## src/rtl/ins_loader.sv

```systemverilog
// Boot-stream instruction loader.
// Accepts a byte stream: count (16-bit, little-endian), 4*count data bytes
// (MSB-first per word), then one XOR checksum byte. Each completed word is
// written to instruction memory with a one-cycle strobe. A good checksum
// releases the CPU. Any header or checksum fault latches a sticky error.
module ins_loader #(
  parameter logic [31:0] BASE_ADDR = 32'h0000_0000,
  parameter int unsigned MAX_WORDS = 256
) (
  input  logic        CLK,
  input  logic        reset,
  input  logic        byteValid,
  input  logic [7:0]  byteIn,
  output logic        byteReady,
  output logic        romWrite,
  output logic [31:0] romAddr,
  output logic [31:0] romData,
  output logic        cpuRun,
  output logic [31:0] bootPC,
  output logic [15:0] loadedWords,
  output logic        loadError
);

  typedef enum logic [2:0] {
    HDR0, HDR1, DATA, WRITE, CHK, DONE, ERROR
  } state_e;

  state_e      state_q;
  logic [15:0] cnt_q;
  logic [15:0] words_q;
  logic [31:0] data_q;
  logic [31:0] addr_q;
  logic [7:0]  csum_q;
  logic [1:0]  idx_q;
  logic        wr_q;
  logic        run_q;
  logic        err_q;

  logic        accept_st;
  logic        xfer;
  logic [15:0] cnt_nxt;
  logic [15:0] words_nxt;

  // Byte acceptance is a pure state decode, forced low while reset is held
  // so the handshake drops immediately on reset assertion.
  assign accept_st = (state_q == HDR0) || (state_q == HDR1) ||
                     (state_q == DATA) || (state_q == CHK);
  assign byteReady = reset && accept_st;
  assign xfer      = byteValid && byteReady;

  // Full count as it will read once the high byte lands.
  assign cnt_nxt   = {byteIn, cnt_q[7:0]};
  assign words_nxt = words_q + 16'd1;

  assign romWrite    = wr_q;
  assign romAddr     = addr_q;
  assign romData     = data_q;
  assign cpuRun      = run_q;
  assign loadError   = err_q;
  assign loadedWords = words_q;
  assign bootPC      = BASE_ADDR;

  // Loader FSM: header parse, word assembly, write strobe, checksum verify.
  // addr_q tracks BASE_ADDR + 4*words_q incrementally so no multiplier is
  // needed and it wraps modulo 2^32 on its own.
  always_ff @(posedge CLK or negedge reset) begin
    if (!reset) begin
      state_q <= HDR0;
      cnt_q   <= '0;
      words_q <= '0;
      data_q  <= '0;
      addr_q  <= BASE_ADDR;
      csum_q  <= '0;
      idx_q   <= '0;
      wr_q    <= 1'b0;
      run_q   <= 1'b0;
      err_q   <= 1'b0;
    end else begin
      wr_q <= 1'b0;
      case (state_q)
        HDR0: if (xfer) begin
          cnt_q[7:0] <= byteIn;
          state_q    <= HDR1;
        end
        HDR1: if (xfer) begin
          cnt_q[15:8] <= byteIn;
          if (cnt_nxt == 16'd0 || {16'd0, cnt_nxt} > MAX_WORDS) begin
            state_q <= ERROR;
            err_q   <= 1'b1;
          end else begin
            state_q <= DATA;
          end
        end
        DATA: if (xfer) begin
          data_q <= {data_q[23:0], byteIn};
          csum_q <= csum_q ^ byteIn;
          idx_q  <= idx_q + 2'd1;
          if (idx_q == 2'd3) begin
            state_q <= WRITE;
            wr_q    <= 1'b1;
          end
        end
        WRITE: begin
          words_q <= words_nxt;
          addr_q  <= addr_q + 32'd4;
          state_q <= (words_nxt == cnt_q) ? CHK : DATA;
        end
        CHK: if (xfer) begin
          if (byteIn == csum_q) begin
            state_q <= DONE;
            run_q   <= 1'b1;
          end else begin
            state_q <= ERROR;
            err_q   <= 1'b1;
          end
        end
        DONE:    state_q <= DONE;
        ERROR:   state_q <= ERROR;
        default: begin
          state_q <= ERROR;
          err_q   <= 1'b1;
        end
      endcase
    end
  end

endmodule

```

## config.mk

```make
export PLATFORM = sky130hd
export DESIGN_NAME = ins_loader
export DESIGN_NICKNAME = d
export VERILOG_FILES = /design/src/rtl/ins_loader.sv
export SDC_FILE = /design/constraint.sdc
export NUM_CORES = 1
export LEC_CHECK = 0
export CORE_MARGIN = 2
export CORE_UTILIZATION = 27
export CTS_CLUSTER_DIAMETER = 120
export DETAILED_ROUTE_END_ITERATION = 7
export GPL_TIMING_DRIVEN = 0
export PLACE_DENSITY_LB_ADDON = 0.25
export SLEW_MARGIN = 20
export SYNTH_ARGS = -nofsm -noshare
export SYNTH_HDL_FRONTEND = slang
export SYNTH_SLANG_ARGS = --single-unit
```

## constraint.sdc

```tcl
create_clock -name CLK -period 2.65 [get_ports CLK]
set_clock_uncertainty 0.1 [all_clocks]
set_input_delay 0.265 -clock CLK [delete_from_list [all_inputs] [get_ports CLK]]
set_output_delay 0.265 -clock CLK [all_outputs]
set_load 0.02 [all_outputs]
```

==> out/summary.md <==
The run finished with clean final reports. The run gives 245 as the violation count after the first detailed-route iteration. The final wirelength was 13210 um. The detailed router used layers up to and including met4. Routability-driven placement finished with a final weighted congestion of 0.7503.

Summed over all instances, the cell type with the most area after synthesis is dfrtp_1. In this run switching power makes up 35.89% of total power. The number of different library cells used by synthesis comes to 48. The worst pin sits at a relative slew slack of 54.88%. The share of the yosys chip area belonging to registers is 50.75%. VDD sags by at most 0.0003457 V.

The kind of capture point of the worst setup path is a flop. The total CTS buffers was 9. The post-synthesis cell count is 549, and the worst hold-check slack is 0.3686 ns. After Yosys synthesis, full adders, half adders and majority gates account for 0.8766% of the synthesized area. Sequential cells account for 41.7% of the total power. Combinational cells account for 36.1% of the total power. The worst-path cell with the longest stage delay was or4_4. TritonCTS built the clock tree.

The met1 routed wirelength after detailed routing is 6249 um. After detailed routing, the average wire length per cell comes to 13.69 um. Count of final max-slew check failures: 0. By startpoint and endpoint, the worst setup path is classified as reg2reg.

Clock tree synthesis found a total of 110 sinks. The first-pass GRT wire length was 22050 um; the initial core utilization was 27.69%. The average cell area after synthesis is 9.880 um^2.

The die is 145.7 um wide. Instance count along the most critical hold path: 1. After legalization and detailed placement, the total HPWL measured 9500 um.

The worst path arrival time came out at 2.70 ns. The run gives 12.96% as the aggregate global-route resource usage. Of the cells placed in the final design, the portion with a size suffix greater than 1 is 14.00%.

The row count was 51. Final hold violation count: 0. Dividing the detail-routed via count by the number of cells gives 4.291. The signal on the critical path passes through ha_2 -> xnor2_2 -> nand2_1 -> a2111oi_4 -> nand3_1 -> or4_4 -> o41a_1.

Detailed routing placed a total of 585 um of wire on met3. The logs give 6 for the detailed-routing iteration count for the pre-antenna-repair pass and 19590 um^2 for the core region area. The number of antenna violations at the first check in global routing came out at 0. The worst setup path is launched from a flop.

The yosys synthesis warning count came out at 0. The tools report the data required time at the worst endpoint as 2.79 ns. The tools report the static leakage as 3.269 nW.

Switching power of the nets: 2.163 mW. The repair_antennas step left the layout with diodes totalling 0. The max-cap violation count is 0. The minimum clock period is 2.564 ns, and the compound-gate portion of the synthesized area is 4.360%. The number of H-tree levels is 3, and the number of flops mapped to enable cells by yosys is 0.

The total of flip-flops plus latches after synthesis was 110; the cell-internal power was 3.864 mW. In this run the remaining antenna-violating nets after routing total 0. For the number of buffers on the longest clock path, the log shows 2. Power comes to 6.027 mW. In the synthesized netlist the async set-or-reset flop fraction comes to 100.0%. Of the post-synthesis cell area, the part taken by muxes is 3.714%. Setup repair after global routing left no endpoint under its margin. Entering global routing, the biggest net connects 61 pins.

Clock latency on the worst-skew pair, taken at its later pin, is 0.36 ns. The worst register-to-register path has a depth of 7. The share of synthesized cell area in and, or, nand and nor gates is 20.62%. In this run the clock root is driven by a clkbuf_16.

The via count of the first global-routing pass is 4156. The clock network accounts for 22.2% of the total power. The number of I/O port buffers was 92; the aggregate negative setup slack was 0 ns.

For this run, the leading register cell type out of synthesis is dfrtp_1. The routed design uses 6104 um of met2 wire. The remaining global-route overflow came out at 0. The most instantiated library cell after synthesis is nand2_1.

In this design, the stage delay of the slowest critical-path cell is 0.54 ns. In this run the count of I/O pins placed on the die edge is 127. Sorting the synthesized cells by area gives the leading types as dfrtp_1 (51%), xnor2_1 (10%), nand2_1 (9.6%). The dominant combinational cell family by area after synthesis is simple AND/OR/NAND/NOR gates. At the pin with the least slew margin, the transition time is 0.6717 ns. The run gives 0 as the final number of setup-violating endpoints. The power density normalized to cell area came out at 830.4 nW/um^2. The area fraction of the dominant cell type after synthesis is 50.75%. After detailed routing, the number of remaining DRC violations is 0. The mapped netlist covers 5424 um^2. For the highest achievable clock rate, the log shows 0.3901 GHz.

The area of the die is 21240 um^2. The final-stage net count is 709, and the total number of vias is 4141. The min-delay analysis places its worst path in the category reg2reg.

By count the netlist is led by nand2_1 (138), dfrtp_1 (110), xnor2_1 (62), buf_4 (34), nor2_1 (25). The die is 145.7 um tall. The critical-path maximum fanout works out to 2. Of the available clock period, the critical path in the final layout requires 96.75%. Of the total synthesized cell area, the portion taken by XOR and XNOR cells is 13.08%.

The area growth from synthesis to layout is 33.82%. Clock transition at the register clock pins on the worst setup and hold paths after CTS: 0.07 ns.
state kept, by name, summed over array words and instances, names as in the netlist:
signal and count:
csum_q 8, loadedWords 16, romWrite 1, romAddr 30, loadError 1, idx_q 2
state_q 3, cnt_q 16, cpuRun 1, romData 32
routing by layer:
| metal | vias to the layer above | track usage, % |
|---|---|---|
| met4 | 0 | 4.363 |
| met5 | - | 0 |
| li1 | 2061 | - |
| met1 | 1964 | 17.03 |
| met2 | 101 | 20.94 |
| met3 | 15 | 3.166 |
cells by family (layout without fill, tap and decap cells):
family | count (synthesis) | in the layout
AO/OA/AOI/OAI | 33 | 33
XOR/XNOR | 81 | 81
adder cells (fa/ha/maj) | 4 | 4
buffers and inverters | 57 | 175
flip-flops | 110 | 110
multiplexers | 18 | 18
other | 1 | 34
AND/OR/NAND/NOR | 245 | 245
through the flow:
stage | util, % | std cells | area, um^2 | setup WS (ns)
5_1_grt | 37.05 | 965 | 7258 | 0.009551
6_report | 37.05 | 965 | 7258 | 0.08624
4_1_cts | 36.78 | 961 | 7206 | 0.002868
3_5_place_dp | 34.86 | 940 | 6829 | -0.3124
3_3_place_gp | 34.71 | 939 | 6800 | -4.974
2_1_floorplan | - | 582 | 5548 | 0.05324
final timing paths:
path | start | to | slack, ns
min in group asynchronous | reset | loadedWords[5] | 0.41
setup / recovery | loadedWords[0] | state_q[1] | 0.09
hold reg to reg | romAddr[31] | romAddr[31] | 0.37
max in group asynchronous | reset | cnt_q[3] | 1.77
setup reg to reg | loadedWords[0] | state_q[1] | 0.09
hold / removal | romAddr[31] | romAddr[31] | 0.37
critical path, delay by kind of cell (launching register included):
family,cells,cell delay (ns)
xor gates and xnor gates,1,0.11
and+or+nand+nor,3,0.77
AOI/OAI and AO/OA,2,0.71
adders and majority gates,1,0.35
DFF,1,0.42
area by class of cell:
| type | count | area, um^2 |
|---|---|---|
| buffer | 53 | 344.1 |
| multi-input combinational | 415 | 2486 |
| inverter | 4 | 15.01 |
| clock inverter | 5 | 42.54 |
| tap | 265 | 331.6 |
| fill | 2034 | 12330 |
| sequential | 110 | 2756 |
| timing repair buffer | 102 | 1040 |
| clock buffer | 11 | 242.7 |
placed cells by master, fill, tap and decap left out, drive strengths merged, types with 2 or more instances in the layout:
cell type        n
xnor2           62
nor2            25
o22ai            2
a2111oi          2
nand4           16
dfrtp          110
buf             48
and2             2
clkdlybuf4s50   91
a21oi            4
nor3             9
clkinv           4
nand2b           6
xor2            19
o21a             2
o21ai            7
mux2            17
nand3           22
a21o             3
and4             3
inv              5
and3             8
a211oi           3
ha               3
clkbuf          26
a31o             3
nor4             5
conb            34
nor2b            4
nand2          138
power groups by stage:
stage	Clock, mW	Combinational, mW	Sequential (mW)
2_1_floorplan	0	0.958	2.79
3_3_place_gp	0	2.07	2.56
3_5_place_dp	0	2.09	2.57
4_1_cts	1.39	2.14	2.53
5_1_grt	1.45	2.39	2.59
6_report	1.34	2.18	2.51
what timing repair did:
item	4_1_cts	5_1_grt
gates resized for setup	7	9
endpoints found under the hold margin	50	0
buffers inserted	3	4
pin swaps	1	2
hold buffers	2	0
endpoints found under the setup margin	2	11
(Power assumes the default switching activity.)
